## src/rtl/ucie_ctl_sb_cfg_tx_if.sv

```systemverilog
// ucie_ctl_sb_cfg_tx_if: RDI config port, sideband link and status signals of the config TX buffer
interface ucie_ctl_sb_cfg_tx_if #(parameter int NC = 32);
  logic [NC-1:0] i_rdi_lp_cfg;
  logic          i_rdi_lp_cfg_valid;
  logic          o_rdi_pl_cfg_crd;
  logic          i_sb_link_up;
  logic          i_sb_tx_ready;
  logic          o_sb_data_valid;
  logic [NC-1:0] o_data_sent_sb;
  logic          o_fifo_full;
  logic          o_fifo_empty;
  logic          o_overflow_err;
  logic [15:0]   o_tx_count;
  modport master (
    output i_rdi_lp_cfg, i_rdi_lp_cfg_valid, i_sb_link_up, i_sb_tx_ready,
    input  o_rdi_pl_cfg_crd, o_sb_data_valid, o_data_sent_sb, o_fifo_full, o_fifo_empty, o_overflow_err, o_tx_count
  );
  modport slave (
    input  i_rdi_lp_cfg, i_rdi_lp_cfg_valid, i_sb_link_up, i_sb_tx_ready,
    output o_rdi_pl_cfg_crd, o_sb_data_valid, o_data_sent_sb, o_fifo_full, o_fifo_empty, o_overflow_err, o_tx_count
  );
endinterface

```

## src/rtl/ucie_ctl_sb_cfg_tx.sv

```systemverilog
// ucie_ctl_sb_cfg_tx: credit-managed RDI sideband config TX FIFO.
// Define UCIE_CTL_SB_CFG_TX_STATS_EN to build the saturating o_tx_count pop counter.
module ucie_ctl_sb_cfg_tx #(
  parameter int NC         = 32,
  parameter int FIFO_DEPTH = 4
) (
  input logic                 i_clk,
  input logic                 i_rst_n,
  ucie_ctl_sb_cfg_tx_if.slave sb
);
  localparam int AW = $clog2(FIFO_DEPTH);
  localparam logic [AW:0] DEPTH = (AW+1)'(FIFO_DEPTH);
  localparam logic [1:0] IDLE = 2'd0, INIT_CRD = 2'd1, ACTIVE = 2'd2;
  logic [1:0]    state;
  logic [NC-1:0] mem [FIFO_DEPTH];
  logic [AW-1:0] head, tail;
  logic [AW:0]   occ, ccnt;
  logic          crd, ovf, live, full, pop, push, drop;
  assign full  = occ == DEPTH;
  assign live  = state == INIT_CRD || state == ACTIVE;
  assign pop   = sb.o_sb_data_valid && sb.i_sb_tx_ready;
  assign push  = live && sb.i_rdi_lp_cfg_valid && (!full || pop);
  assign drop  = live && sb.i_rdi_lp_cfg_valid && full && !pop;
  assign sb.o_sb_data_valid  = state == ACTIVE && occ != '0;
  assign sb.o_data_sent_sb   = sb.o_sb_data_valid ? mem[head] : '0;
  assign sb.o_rdi_pl_cfg_crd = crd;
  assign sb.o_fifo_full      = full;
  assign sb.o_fifo_empty     = occ == '0;
  assign sb.o_overflow_err   = ovf;
  always_ff @(posedge i_clk) begin
    if (!i_rst_n) begin
      state <= IDLE;
      head  <= '0;
      tail  <= '0;
      occ   <= '0;
      ccnt  <= '0;
      crd   <= 1'b0;
      ovf   <= 1'b0;
    end else begin
      if (drop) ovf <= 1'b1;
      // IDLE and link-down both flush the queue and abandon pending credits
      if (state == IDLE || !sb.i_sb_link_up) begin
        state <= (state == IDLE && sb.i_sb_link_up) ? INIT_CRD : IDLE;
        head  <= '0;
        tail  <= '0;
        occ   <= '0;
        ccnt  <= '0;
        crd   <= 1'b0;
      end else begin
        if (push) tail <= tail + 1'b1;
        if (pop) head <= head + 1'b1;
        if (push && !pop) occ <= occ + 1'b1;
        else if (pop && !push) occ <= occ - 1'b1;
        if (state == INIT_CRD) begin
          crd <= ccnt != DEPTH;
          if (ccnt == DEPTH) state <= ACTIVE;
          else ccnt <= ccnt + 1'b1;
        end else crd <= pop;
      end
    end
  end
  always_ff @(posedge i_clk) if (push) mem[tail] <= sb.i_rdi_lp_cfg;
`ifdef UCIE_CTL_SB_CFG_TX_STATS_EN
  logic [15:0] tx_count;
  always_ff @(posedge i_clk) begin
    if (!i_rst_n) tx_count <= '0;
    else if (pop && tx_count != 16'hFFFF) tx_count <= tx_count + 1'b1;
  end
  assign sb.o_tx_count = tx_count;
`else
  assign sb.o_tx_count = '0;
`endif
endmodule

```

## src/flat_wrapper.sv

```systemverilog
// flat-port wrapper written by rule: the top's interface ports become plain ports
module ucie_ctl_sb_cfg_tx_flat 
#(
  parameter int NC         = 32,
  parameter int FIFO_DEPTH = 4
)
  (i_clk, i_rst_n, sb_i_rdi_lp_cfg, sb_i_rdi_lp_cfg_valid, sb_i_sb_link_up, sb_i_sb_tx_ready, sb_o_rdi_pl_cfg_crd, sb_o_sb_data_valid, sb_o_data_sent_sb, sb_o_fifo_full, sb_o_fifo_empty, sb_o_overflow_err, sb_o_tx_count);
  ucie_ctl_sb_cfg_tx_if #(.NC(NC)) sb_i ();
  input logic i_clk;
  input logic i_rst_n;
  input wire logic [$bits(sb_i.i_rdi_lp_cfg)-1:0] sb_i_rdi_lp_cfg;
  input wire logic [$bits(sb_i.i_rdi_lp_cfg_valid)-1:0] sb_i_rdi_lp_cfg_valid;
  input wire logic [$bits(sb_i.i_sb_link_up)-1:0] sb_i_sb_link_up;
  input wire logic [$bits(sb_i.i_sb_tx_ready)-1:0] sb_i_sb_tx_ready;
  output wire logic [$bits(sb_i.o_rdi_pl_cfg_crd)-1:0] sb_o_rdi_pl_cfg_crd;
  output wire logic [$bits(sb_i.o_sb_data_valid)-1:0] sb_o_sb_data_valid;
  output wire logic [$bits(sb_i.o_data_sent_sb)-1:0] sb_o_data_sent_sb;
  output wire logic [$bits(sb_i.o_fifo_full)-1:0] sb_o_fifo_full;
  output wire logic [$bits(sb_i.o_fifo_empty)-1:0] sb_o_fifo_empty;
  output wire logic [$bits(sb_i.o_overflow_err)-1:0] sb_o_overflow_err;
  output wire logic [$bits(sb_i.o_tx_count)-1:0] sb_o_tx_count;
  assign sb_i.i_rdi_lp_cfg = sb_i_rdi_lp_cfg;
  assign sb_i.i_rdi_lp_cfg_valid = sb_i_rdi_lp_cfg_valid;
  assign sb_i.i_sb_link_up = sb_i_sb_link_up;
  assign sb_i.i_sb_tx_ready = sb_i_sb_tx_ready;
  assign sb_o_rdi_pl_cfg_crd = sb_i.o_rdi_pl_cfg_crd;
  assign sb_o_sb_data_valid = sb_i.o_sb_data_valid;
  assign sb_o_data_sent_sb = sb_i.o_data_sent_sb;
  assign sb_o_fifo_full = sb_i.o_fifo_full;
  assign sb_o_fifo_empty = sb_i.o_fifo_empty;
  assign sb_o_overflow_err = sb_i.o_overflow_err;
  assign sb_o_tx_count = sb_i.o_tx_count;
  ucie_ctl_sb_cfg_tx #(.NC(NC), .FIFO_DEPTH(FIFO_DEPTH)) u_core (.i_clk(i_clk), .i_rst_n(i_rst_n), .sb(sb_i));
endmodule
```

## config.mk

```make
export PLATFORM = sky130hd
export DESIGN_NAME = ucie_ctl_sb_cfg_tx_flat
export DESIGN_NICKNAME = d
export VERILOG_FILES = /design/src/rtl/ucie_ctl_sb_cfg_tx_if.sv /design/src/rtl/ucie_ctl_sb_cfg_tx.sv /design/src/flat_wrapper.sv
export SDC_FILE = /design/constraint.sdc
export NUM_CORES = 1
export LEC_CHECK = 0
export ABC_AREA = 1
export ABC_CLOCK_PERIOD_IN_PS = 3000
export BUFFER_PORTS_ARGS = -buffer_cell sky130_fd_sc_hd__buf_2
export CELL_PAD_IN_SITES_DETAIL_PLACEMENT = 1
export CELL_PAD_IN_SITES_GLOBAL_PLACEMENT = 1
export CORE_MARGIN = 2
export CORE_UTILIZATION = 41
export DETAILED_ROUTE_END_ITERATION = 10
export GPL_TIMING_DRIVEN = 0
export PLACE_DENSITY_LB_ADDON = 0.1
export SYNTH_ARGS = -nofsm -noshare
export SYNTH_HDL_FRONTEND = slang
export SYNTH_SLANG_ARGS = --single-unit
```

## constraint.sdc

```tcl
create_clock -name i_clk -period 3 [get_ports i_clk]
set_input_delay 0 -clock i_clk [delete_from_list [all_inputs] [get_ports i_clk]]
set_output_delay 0 -clock i_clk [all_outputs]
set_load 0.05 [all_outputs]
```

### Word-level counts from Yosys, hierarchy flattened

Memories as Yosys holds them, arrays and structs flattened. A register that Yosys moved wholly into a read port is not among the register bits.
Index checks and enable logic that the tools add are counted.

| cells by class | value |
|---|---|
| mux-type cells | 12 |
| reductions and logical operators | 25 |
| $add $sub $neg | 5 |
| equality and inequality tests | 5 |
| bitwise gates (word level) | 2 |

Operators with widths:

| cell | number |
|---|---|
| $mux 32 | 1 |
| $mux 2 | 5 |
| $logic_and 1x1->1 | 9 |
| $add 3x1->3 const B | 2 |
| $eq 3x3->1 const B | 2 |
| $mux 3 | 2 |
| $reduce_bool 2->1 | 3 |
| $add 2x1->2 const B | 2 |
| $logic_not 1->1 | 4 |
| $mux 1 | 4 |
| $reduce_and 2->1 | 2 |
| $logic_not 3->1 | 1 |
| $logic_or 1x1->1 | 3 |
| $ne 3x3->1 const B | 1 |
| $reduce_bool 3->1 | 1 |
| $sub 3x1->3 const B | 1 |
| $eq 2x1->1 const B | 1 |
| $eq 2x2->1 const B | 1 |
| $logic_not 2->1 | 1 |
| $not 1->1 | 2 |
| $reduce_or 2->1 | 1 |

| storage, ports and cells | value |
|---|---|
| output and inout bits | 53 |
| flip-flop bits (word level) | 14 |
| input bits | 37 |
| logic and storage cells | 57 |
| memories | 1 |
| bits in writable memories | 128 |

Memory list:

| memory | depth | width | rd ports | clocked after Yosys merged registers in | wr ports | RTL line | text |
|---|---|---|---|---|---|---|---|
| u_core.mem | 4 | 32 | 1 | 1 | 1 | ucie_ctl_sb_cfg_tx.sv:15 | `logic [NC-1:0] mem [FIFO_DEPTH];` |

### Longest topological paths before layout

Gate-level depths: netlist of the first run.

| depth | value |
|---|---|
| word-level depth | 9 |
| depth in mapped cells | 15 |
| depth with buffers taken out | 15 |

### Worst setup path before layout of the first run

Ideal clock, no wire load.

| path | value |
|---|---|
| path kind | flip-flop to flip-flop |
| start point | register u_core.state[0] |
| end point | memory u_core.mem[0][0] (enable) |
| stages on the path, launching flop included | 7 |
| arrival time | 2,370 ps |
| data required time | 2,579 ps |
| library setup time | 421 ps |
| path buffers | 0 |
| slack | 209 ps |
| period minus slack after synthesis | 2,791 ps |
| cells stage by stage | dfxtp_1 -> inv_1 -> ha_1 -> inv_2 -> o211ai_2 -> nand2_1 -> nor2_1 |

| on the way | value |
|---|---|
| longest elaborated chain between the ends | 7 |
| elaborated cells on any way between the ends | 10 |
| those cells by class | eq/ne: 2; mux: 2; reduce/logical: 6 |

RTL lines:

| item | RTL line | text |
|---|---|---|
| from (decl) | ucie_ctl_sb_cfg_tx.sv:14 | `logic [1:0] state;` |
| from (signal assigned) | ucie_ctl_sb_cfg_tx.sv:43 | `state <= (state == IDLE && sb.i_sb_link_up) ? INIT_CRD : IDLE;` |
| $eq 2x2->1 | ucie_ctl_sb_cfg_tx.sv:20, ucie_ctl_sb_cfg_tx.sv:24 |  |
| $logic_and 1x1->1 | ucie_ctl_sb_cfg_tx.sv:24 | `assign sb.o_sb_data_valid = state == ACTIVE && occ != '0;` |
| $logic_and 1x1->1 | ucie_ctl_sb_cfg_tx.sv:21 | `assign pop = sb.o_sb_data_valid && sb.i_sb_tx_ready;` |
| $logic_or 1x1->1 | ucie_ctl_sb_cfg_tx.sv:22 | `assign push = live && sb.i_rdi_lp_cfg_valid && (!full \|\| pop);` |
| $logic_and 1x1->1 * | ucie_ctl_sb_cfg_tx.sv:22 |  |
| $mux 1 * | ucie_ctl_sb_cfg_tx.sv:62 | `always_ff @(posedge i_clk) if (push) mem[tail] <= sb.i_rdi_lp_cfg;` |
| $mux 1 (implied by the code) * | ucie_ctl_sb_cfg_tx.sv:62 |  |
| to (decl) | ucie_ctl_sb_cfg_tx.sv:15 |  |

Mark *: on every way between the ends. The rest lies on a longest branch, timed or not.

### Final worst setup path of the first run

| path | value |
|---|---|
| start point | register u_core.state[0] |
| end point | register u_core.occ[1] |

| on the way | value |
|---|---|
| longest elaborated chain between the ends | 8 |
| elaborated cells on any way between the ends | 17 |
| those cells by class | eq/ne: 2; mux: 1; reduce/logical: 14 |

RTL lines:

| item | RTL line | text |
|---|---|---|
| $eq 2x2->1 | ucie_ctl_sb_cfg_tx.sv:20, ucie_ctl_sb_cfg_tx.sv:24 |  |
| $logic_and 1x1->1 | ucie_ctl_sb_cfg_tx.sv:24 |  |
| $logic_and 1x1->1 | ucie_ctl_sb_cfg_tx.sv:21 |  |
| $logic_or 1x1->1 | ucie_ctl_sb_cfg_tx.sv:22 |  |
| $logic_and 1x1->1 * | ucie_ctl_sb_cfg_tx.sv:22 |  |
| net u_core.push | ucie_ctl_sb_cfg_tx.sv:18 | `logic crd, ovf, live, full, pop, push, drop;` |
| $logic_not 1->1 | ucie_ctl_sb_cfg_tx.sv:53 | `else if (pop && !push) occ <= occ - 1'b1;` |
| $logic_and 1x1->1 | ucie_ctl_sb_cfg_tx.sv:53 |  |
| $reduce_bool 2->1 (no source line) | - |  |
| to (signal assigned) | ucie_ctl_sb_cfg_tx.sv:52 | `if (push && !pop) occ <= occ + 1'b1;` |
| to (signal assigned) | ucie_ctl_sb_cfg_tx.sv:53 |  |
| to (decl) | ucie_ctl_sb_cfg_tx.sv:17 | `logic [AW:0] occ, ccnt;` |

Mark *: on every way through the listed nets, which the timed path passes. The rest lies on a longest branch.
A chain may end at the register's enable or synchronous reset.

==> out/metrics.cfg, run 1 <==
[die]
die_width_um = 124.4
pin_count = 90
rows = 44
design.core.area_mm2 = 0.01437
dieArea_mm2 = 0.01548
chipHeight_um = 124.4
initial_utilization = 0.4139

[logic_synthesis]
postSynthCellCount = 504
synthMuxAreaShare = 0.001894
synthXorXnorAreaFrac = 0.004418
synth_cell_types = 28
ys_warn_count = 0
synth_area_per_cell_um2 = 11.80
synth_seq_area_share = 0.7002
synth_top_family_by_area = simple AND/OR/NAND/NOR gates
ys_ff_latch = 144
synthAdderAreaFrac = 0.02441
synth_area_mm2 = 0.005947
synth_compound_area_frac = 0.09783
synth-simple-area-share = 0.1050

[drt]
drt_iter0_markers = 183
routed_via_density = 4.838
routed_wirelength_um = 14370
drc = 0
drtPass1Iterations = 4
vias = 4098
ant_nets = 0
wl_per_cell_um = 16.97

[setup_path]
critPathKind = reg2reg
required_ns = 3.31
r2r_setup_slack_ns = 0.42
r2r-start = u_core.state[0]
r2r_end = u_core.occ[1]
cp-start-kind = flop
cp.arrival_ns = 2.89
cp_cell_sequence = inv_1 > ha_1 > inv_2 > o211ai_2 > nand2_1 > inv_1 > ha_1 > inv_1 > fa_1 > mux2_2 > nand2_1 > inv_1
crit_fanout = 5
cp_common_cell = inv_1
path_buf_inv = 5
end_kind = flop
path_delay_family = adder cells
worstRegToRegCells = 12
cp_slowest_cell = fa_1
startpoint = u_core.state[0]
critical-path-max-stage-delay_ns = 0.49

[min_path]
min-delay-start = sb_i_rdi_lp_cfg_valid
hp-class = in2reg
whs_path_depth = 5
holdPathEnd = u_core.sb.o_overflow_err

[timing]
post-route-period-util = 0.8606
finalClockSkew_ns = 0.01526
tightest_slew_ns = 0.6469
min_period_ns = 2.582
setup_ws_ns = 0.4183
holdWs_ns = 0.04419
slew_headroom = 0.5677
hold_viol = 0
fmax_ghz = 0.3873
slew_violations = 0
grt_setup_unrepaired = false
setup_viol = 0
fin_tns_setup_ns = 0

[placement]
dpl.hpwl_um = 8974
post-place-ws_ns = 0.4048
routabilityCongestion = 0.7427
port_buffers = 73

[cells_and_area]
final_nets = 699
drive_gt1_frac = 0.2142
diodes = 0
area_growth_syn_to_layout_pct = 27.73
fin_util = 0.5286

[pwr]
report.power.total_mw = 4.253
irDropWorstVdd_uv = 477.1
leakagePower_nw = 2.924
p_per_area_mw_per_mm2 = 559.9

[clock_tree]
cts-root-buf = clkbuf_16
clk_path_buf_depth = 2
clk_pin_slew_ns = 0.05
cts_tree = yes
h-tree-depth = 4
post_cts_buffers = 0
cts_sinks = 144
clk_latency_ns = 0.42
cts_made_buffers = 17

[outcome]
run_status = finished clean

[grt]
grt_max_degree = 22
gr-total-overflow = 0
grt_pass1_vias = 4444
grt_use_total = 0.1956
antenna_found_initial = 0
grt_pass1_wl_um = 22980

[flow_run]
max-cap-violations = 0

final cells by class:
cell class                      count  area, µm²
Multi-Input combinational cell    306       1479
Clock inverter                     10      71.32
Inverter                           30      112.6
Tap cell                          184      230.2
Fill cell                        1559       6773
Sequential cell                   144       4164
Clock buffer                       21      440.4
Buffer                             39      277.8
Timing Repair Buffer              113      820.8
timing repair:
| action | in CTS | in global routing |
|---|---|---|
| gates resized for setup | 0 | 0 |
| hold buffers | 36 | 0 |
| endpoints found under the hold margin | 134 | 0 |
state kept, by name (all words and copies together) (netlist names), named ones only:
register / cells
u_core.occ: 3
u_core.mem: 128
u_core.sb.o_overflow_err: 1
u_core.tail: 2
u_core.sb.o_rdi_pl_cfg_crd: 1
u_core.state: 2
u_core.head: 2
u_core.ccnt: 3
placed cells by master, fill, tap and decap left out, types with 2 or more instances in the layout:
| master | count |
|---|---|
| buf_2 | 81 |
| xor2_1 | 3 |
| dlygate4sd3_1 | 36 |
| clkinv_1 | 5 |
| conb_1 | 16 |
| ha_1 | 10 |
| nand3_1 | 5 |
| o21ai_1 | 44 |
| inv_2 | 2 |
| buf_16 | 2 |
| buf_8 | 2 |
| o21ai_0 | 24 |
| a21oi_1 | 41 |
| clkinv_2 | 3 |
| dfxtp_1 | 16 |
| clkbuf_16 | 17 |
| buf_6 | 5 |
| clkbuf_1 | 11 |
| nand2_1 | 14 |
| nor2_4 | 4 |
| buf_4 | 16 |
| inv_1 | 28 |
| nor2_1 | 136 |
| buf_12 | 2 |
| edfxtp_1 | 128 |
power breakdown:
part           switching [mW]  internal, mW
Combinational           0.109        0.0772
Clock                   0.751          1.11
Sequential            0.00429          2.20
Total                   0.865          3.39
routing by layer:
metal | track usage | routed length, µm | vias to the layer above
li1 | - | - | 1999
met1 | 0.2362 | 6045 | 1989
met2 | 0.3385 | 7604 | 102
met3 | 0.05498 | 636 | 8
met4 | 0.06345 | 83 | 0
met5 | 0 | 0 | -
through the flow:
step / instances / cell area [µm²]
finish: 847 / 7596
floorplan: 519 / 6003
global placement: 776 / 6599
CTS: 847 / 7596
global route: 847 / 7596
detailed placement: 780 / 6724
how the worst max path moves through the flow:
stage | endpoint | slack (ns) | cells past startpoint
2_1_floorplan | u_core.mem[0][0] | 0.21 | 6
4_1_cts | u_core.occ[1] | 0.39 | 12
5_1_grt | u_core.occ[1] | 0.20 | 12
6_report | u_core.occ[1] | 0.42 | 12
3_3_place_gp | u_core.mem[1][21] | -1.15 | 6
3_5_place_dp | u_core.occ[1] | 0.40 | 12
synth_stat cells:
library cell	instances	area (µm²)
nor2_1	140	525.5
edfxtp_1	128	3844
o21ai_1	44	220.2
a21oi_1	41	205.2
inv_1	28	105.1
o21ai_0	24	120.1
buf_4	16	120.1
dfxtp_1	16	320.3
nand2_1	14	52.55
ha_1	10	125.1
buf_2	8	40.04
clkbuf_1	7	26.28
buf_6	5	56.30
nand3_1	5	25.02
xor2_1	3	26.28
buf_8	2	30.03
inv_2	2	7.510
a211oi_1	1	7.510
a21boi_1	1	7.510
a21oi_2	1	8.760
clkbuf_2	1	5.000
conb_1	1	3.750
fa_1	1	20.02
mux2_2	1	11.26
nand2_2	1	6.260
nand3_2	1	10.01
nor3_1	1	5.000
o211ai_2	1	12.51
worst reg2reg max path, delay by kind of cell, from the launching register on:
family                   cells  cell delay (ns)
multiplexers                 1             0.28
flip-flops                   1             0.32
AO/OA/AOI/OAI                1             0.25
AND/OR/NAND/NOR              2             0.36
adder cells (fa/ha/maj)      3             0.93
buffers and inverters        5             0.36
logic make-up after synthesis:
group                      count (synthesis)
xor gates and xnor gates                   3
muxes                                      1
DFF                                      144
buffers and inverters                     69
and+or+nand+nor                          162
other                                      1
AOI/OAI and AO/OA                        113
adders and majority gates                 11
No activity file was read; power rests on OpenSTA's default activity.
==> run 2, diff against run 1 <==
CORE_MARGIN = unset   (was 2)
==> run 2 against run 1 <==
Against the previous run:
- via count fell by 0.24%
- combinational power about the same
- final cell count is 0.35% lower
- flip-flop and latch count unchanged
- clock skew down 0.0082 ns
- largest cell class unchanged
- largest power group unchanged
- highest routed layer unchanged
==> out/metrics.cfg, run 2 (same netlist as run 1, synthesis figures left out) <==
[outcome]
run_status = finished clean

[pwr]
leakagePower_nw = 2.929  ; +0.16%
p_per_area_mw_per_mm2 = 575.9  ; +2.9%
irDropWorstVdd_uv = 478.9  ; +0.38%

[timing]
tightest_slew_ns = 0.6003  ; -0.04657 ns
grt_setup_unrepaired = false
holdWs_ns = 0.01100  ; -0.03319 ns
slew_violations = 0  ; unchanged
setup_viol = 0  ; unchanged
fin_tns_setup_ns = 0  ; unchanged
finalClockSkew_ns = 0.007048  ; -0.008208 ns
post-route-period-util = 0.8644  ; +0.003856
fmax_ghz = 0.3856  ; -0.45%
min_period_ns = 2.593  ; +0.01157 ns
hold_viol = 0  ; unchanged
slew_headroom = 0.5998  ; +0.03207

[drt]
drtPass1Iterations = 4  ; unchanged
drc = 0  ; unchanged
routed_via_density = 4.844  ; +0.11%
wl_per_cell_um = 16.94  ; -0.15%
ant_nets = 0  ; unchanged
dr_wl_met3_um = 559  ; -12%
top_layer_used = met4
drt_iter0_markers = 208  ; +14%
wl_met2_um = 7436  ; -2.2%
routed_wirelength_um = 14300  ; -0.50%
vias = 4088  ; -0.24%
wl_met1_um = 6044  ; about the same

[grt]
gr-total-overflow = 0  ; unchanged
grt_max_degree = 28  ; +27%
grt_pass1_wl_um = 22770  ; -0.93%
antenna_found_initial = 0  ; unchanged
grt_use_total = 0.2096  ; +0.01404
grt_pass1_vias = 4408  ; -0.81%

[placement]
dpl.hpwl_um = 9253  ; +3.1%
port_buffers = 73  ; unchanged
routabilityCongestion = 0.7383  ; -0.59%
dp.cells = 776  ; -0.51%
dpl_cell_area_mm2 = 0.006711  ; -0.19%

[die]
rows = 43  ; -2.3%
dieArea_mm2 = 0.01499  ; -3.2%
initial_utilization = 0.4251  ; +0.01125
design.core.area_mm2 = 0.01399  ; -2.6%
chipHeight_um = 122.4  ; -1.6%
die_width_um = 122.4  ; -1.6%
pin_count = 90  ; unchanged

[cells_and_area]
top_register = u_core.mem
largest_reg_flops = 128  ; unchanged
layout_common_cells = nor2_1 (136), edfxtp_1 (128), buf_2 (81)
diodes = 0  ; unchanged
drive_gt1_frac = 0.2274  ; +0.01323
final_nets = 699  ; unchanged
fin_area_mm2 = 0.007645  ; +0.64%
final_common_cell = nor2_1
area_growth_syn_to_layout_pct = 28.55
final_cells = 844  ; -0.35%
top_regs = u_core.mem x128, u_core.ccnt x3, u_core.occ x3
nFillCells = 1491  ; -4.4%

[setup_path]
end_kind = flop
cp_slowest_cell = fa_1
startpoint = u_core.state[0]
cp_common_cell = inv_1
required_ns = 3.32  ; about the same
critPathKind = reg2reg
cp_cell_sequence = inv_1 > ha_1 > inv_2 > o211ai_2 > nand2_1 > inv_1 > ha_1 > inv_1 > fa_1 > mux2_2 > nand2_1 > inv_1
r2r-start = u_core.state[0]
worstRegToRegCells = 12  ; unchanged
critical-path-max-stage-delay_ns = 0.47  ; -0.02 ns
cp-start-kind = flop
cp.arrival_ns = 2.91  ; +0.02 ns
r2r_end = u_core.occ[1]
crit_fanout = 5  ; unchanged
r2r_setup_slack_ns = 0.41  ; about the same

[flow_run]
max-cap-violations = 0  ; unchanged

[clock_tree]
cts-root-buf = clkbuf_16
cts_made_buffers = 17  ; unchanged
clk_path_buf_depth = 2  ; unchanged
post_cts_buffers = 0  ; unchanged
cts-hold-fix-buffers = 36  ; unchanged
clk_pin_slew_ns = 0.06  ; about the same
post_cts_resized = 0  ; unchanged
clk_latency_ns = 0.42  ; about the same
cts_tree = yes
h-tree-depth = 4  ; unchanged
cts_sinks = 144  ; unchanged

[min_path]
holdPathEnd = u_core.sb.o_overflow_err
hp-class = in2reg
whs_path_depth = 5  ; unchanged
min-delay-start = sb_i_rdi_lp_cfg_valid

==> run 2: cell count changes in the layout (fill, tap and decap cells not counted) <==
cell	delta
clkbuf_1	-3
clkinvlp_4	+7
bufinv_16	+1
buf_12	+1
clkinv_1	-5
clkinv_4	+1
buf_16	-1
==> run 2: metal layers <==
metal,GRT usage,vias to the layer above
met4,0.07927,0
met2,0.3803,85
met1,0.2366,1986
li1,-,1996
met3,0.05065,21
met5,0,-
==> run 2: power by group <==
group | switching, mW | total (mW) | internal [mW]
sequential | 0.00447 | 2.20 | 2.20
clock | 0.798 | 2.01 | 1.22
combinational | 0.110 | 0.188 | 0.0780
total | 0.912 | 4.40 | 3.49
==> run 2: cell type report <==
cell class | count | area, µm² | area share
tap | 180 | 225.2 | 0.02946
inverter | 30 | 112.6 | 0.01473
multi-input combinational | 306 | 1479 | 0.1935
sequential | 144 | 4164 | 0.5447
clock inverter | 14 | 143.9 | 0.01882
buffer | 39 | 277.8 | 0.03633
clock buffer | 18 | 429.2 | 0.05614
timing repair buffer | 113 | 813.3 | 0.1064
==> run 2: metrics by stage <==
stage	util	worst slack, ns	power [mW]
2_1_floorplan	-	0.2085	2.336
3_3_place_gp	0.4714	-1.058	2.382
3_5_place_dp	0.4798	0.3925	2.393
4_1_cts	0.5465	0.3687	4.440
5_1_grt	0.5465	0.1138	4.538
6_report	0.5465	0.4067	4.403
==> run 2: critical path, delay by kind of cell, from the launching register on <==
| family | cells | cell delay, ns |
|---|---|---|
| adders and majority gates | 3 | 0.91 |
| buffers and inverters | 5 | 0.40 |
| and+or+nand+nor | 2 | 0.35 |
| DFF | 1 | 0.33 |
| muxes | 1 | 0.28 |
| AOI/OAI and AO/OA | 1 | 0.24 |
==> run 2: worst max path at each step <==
| stage | endpoint | slack (ns) | depth (start not counted) |
|---|---|---|---|
| after global routing | u_core.occ[2] | 0.11 | 15 |
| after detailed placement | u_core.occ[1] | 0.39 | 12 |
| final | u_core.occ[1] | 0.41 | 12 |
| after CTS | u_core.occ[1] | 0.37 | 12 |
| after floorplan | u_core.mem[0][0] | 0.21 | 6 |
| after global placement | u_core.mem[3][24] | -1.06 | 6 |
==> run 3, diff against run 2 <==
CAP_MARGIN = 0   (was unset)
CELL_PAD_IN_SITES_DETAIL_PLACEMENT = 0   (was 1)
==> run 3 against run 2 <==
Against the previous run:
- first-iteration DRC count shrank 22%
- critical path depth grew 3
- largest power group unchanged
- hold slack gained 0.0017 ns
- combinational power shrank 2%
- flip-flop and latch count is the same
- global-route usage shrank 2.2 points
- register-to-register slack gained 0.04 ns
- clock power grew 9%
- die area is the same
==> out/metrics.cfg, run 3 (same netlist as run 1, synthesis figures left out) <==
[setup_path]
path_delay_family = adder cells
cp_common_cell = inv_1
end_kind = flop
cp_num_cells = 15  ; +3
cp.arrival_ns = 2.87  ; -0.04 ns
critical-path-max-stage-delay_ns = 0.41  ; -0.06 ns
cp_cell_sequence = inv_1 > ha_1 > inv_2 > o211ai_2 > nand2_1 > inv_1 > ha_1 > inv_1 > fa_1 > inv_1 > a21oi_1 > o21ai_0 > nand2_1 > nand2_1 > nor2_1
required_ns = 3.32  ; about the same
crit_fanout = 5  ; unchanged
worstRegToRegCells = 15  ; +3
path_buf_inv = 5  ; unchanged
cp-start-kind = flop
critPathKind = reg2reg
cp_slowest_cell = fa_1

[pwr]
leakagePower_nw = 2.971  ; +1.4%
p_switching_uw = 869.8  ; -4.6%
p_int_mw = 3.701  ; +6.0%
p_seq_frac = 0.482  ; -0.018
irDropWorstVdd_uv = 315.0  ; -34%
report.power.total_mw = 4.571  ; +3.8%
p_comb_frac = 0.040  ; -0.003
clockPowerShare = 0.478  ; +0.021
switching_share = 0.1903  ; -0.01687
p_per_area_mw_per_mm2 = 594.1  ; +3.2%

[timing]
holdWs_ns = 0.01265  ; +0.001652 ns
hold_viol = 0  ; unchanged
finalClockSkew_ns = 0.008027  ; +0.0009784 ns
fin_tns_setup_ns = 0  ; unchanged
setup_viol = 0  ; unchanged
min_period_ns = 2.555  ; -0.03857 ns
setup_ws_ns = 0.4453  ; +0.03857 ns
slew_headroom = 0.5995  ; about the same
grt_setup_unrepaired = false
tightest_slew_ns = 0.6008  ; +0.0004739 ns
post-route-period-util = 0.8516  ; -0.01286
fmax_ghz = 0.3914  ; +1.5%
slew_violations = 0  ; unchanged

[clock_tree]
cts-root-buf = clkbuf_16
cts_made_buffers = 17  ; unchanged
h-tree-depth = 4  ; unchanged
cts_tree = yes
clk_path_buf_depth = 2  ; unchanged
post_cts_resized = 0  ; unchanged
clk_pin_slew_ns = 0.06  ; about the same
post_cts_buffers = 0  ; unchanged
clk_latency_ns = 0.42  ; about the same
cts_sinks = 144  ; unchanged

[die]
chipHeight_um = 122.4  ; unchanged
pin_count = 90  ; unchanged
dieArea_mm2 = 0.01499  ; unchanged
die_width_um = 122.4  ; unchanged
design.core.area_mm2 = 0.01399  ; unchanged
rows = 43  ; unchanged
initial_utilization = 0.4251  ; unchanged

[cells_and_area]
fin_area_mm2 = 0.007694  ; +0.64%
top_regs = u_core.mem x128, u_core.ccnt x3, u_core.occ x3
fin_util = 0.5500  ; +0.003488
final_nets = 699  ; unchanged
diodes = 0  ; unchanged
final_common_cell = nor2_1
area_growth_syn_to_layout_pct = 29.37
final_cells = 844  ; unchanged
drive_gt1_frac = 0.2229  ; -0.004518
top_register = u_core.mem
nFillCells = 1217  ; -18%
layout_common_cells = nor2_1 (136), edfxtp_1 (128), buf_2 (81)
largest_reg_flops = 128  ; unchanged

[grt]
grt_pass1_wl_um = 20240  ; -11%
grt_pass1_vias = 4011  ; -9.0%
antenna_found_initial = 0  ; unchanged
gr-total-overflow = 0  ; unchanged
grt_use_total = 0.1878  ; -0.02176
grt_max_degree = 28  ; unchanged

[flow_run]
max-cap-violations = 0  ; unchanged

[outcome]
run_status = finished clean

[placement]
post-place-ws_ns = 0.4222  ; +0.02973 ns
dpl_cell_area_mm2 = 0.006711  ; unchanged
dpl.hpwl_um = 7988  ; -14%
dp.cells = 776  ; unchanged
port_buffers = 73  ; unchanged
routabilityCongestion = 0.7383  ; unchanged

[min_path]
hp-class = in2reg
whs_path_depth = 5  ; unchanged

[drt]
vias = 3955  ; -3.3%
routed_via_density = 4.686  ; -3.3%
drc = 0  ; unchanged
ant_nets = 0  ; unchanged
wl_met1_um = 5648  ; -6.6%
wl_met2_um = 6322  ; -15%
drt_iter0_markers = 163  ; -22%
drtPass1Iterations = 4  ; unchanged
top_layer_used = met4
routed_wirelength_um = 12740  ; -11%
wl_per_cell_um = 15.09  ; -11%
dr_wl_met3_um = 553  ; -1.1%

[run 3: changes by cell type in the layout (fill, tap and decap cells not counted), sizes merged]
cell and change:
bufinv +2, clkbuf +3, clkinv +1, clkinvlp -6
[run 3: worst min-delay path, delay by kind of cell]
| family | cells | cell delay [ns] |
|---|---|---|
| compound gates | 1 | 0.06 |
| buf+inv | 2 | 0.18 |
| simple gates | 2 | 0.15 |
[run 3: timing repair]
item | in CTS | in global routing
hold endpoints to repair | 138 | 0
endpoints found under the setup margin | 0 | 0
hold buffers | 36 | 0
[run 3: per-layer routing]
| layer | global-route usage | vias up |
|---|---|---|
| met5 | 0 | - |
| met4 | 0.07317 | 0 |
| met3 | 0.05809 | 18 |
| met2 | 0.3230 | 80 |
| met1 | 0.2182 | 1857 |
| li1 | - | 2000 |
[run 3: layout make-up]
cell class | count | area [µm²] | share of cell area
Buffer | 39 | 277.8 | 0.03610
Timing Repair Buffer | 113 | 813.3 | 0.1057
Clock inverter | 11 | 161.4 | 0.02098
Multi-Input combinational cell | 306 | 1479 | 0.1922
Clock buffer | 21 | 460.4 | 0.05985
Inverter | 30 | 112.6 | 0.01464
Sequential cell | 144 | 4164 | 0.5412
Tap cell | 180 | 225.2 | 0.02927
[run 3: path summary, 6_finish.rpt]
check | start | end | slack [ns]
worst max-delay path | u_core.state[0] | u_core.occ[2] | 0.45
worst min-delay path | sb_i_rdi_lp_cfg_valid | u_core.sb.o_overflow_err | 0.01
worst min register to register | u_core.sb.o_overflow_err | u_core.sb.o_overflow_err | 0.45
worst max register to register | u_core.state[0] | u_core.occ[2] | 0.45
[run 3: power groups by stage]
| stage | clock network (mW) | registers (mW) | logic [mW] |
|---|---|---|---|
| 3_3_place_gp | 0 | 2.24 | 0.138 |
| 6_report | 2.19 | 2.20 | 0.184 |
| 4_1_cts | 2.23 | 2.20 | 0.185 |
| 2_1_floorplan | 0 | 2.24 | 0.0922 |
| 5_1_grt | 2.30 | 2.20 | 0.203 |
| 3_5_place_dp | 0 | 2.24 | 0.148 |
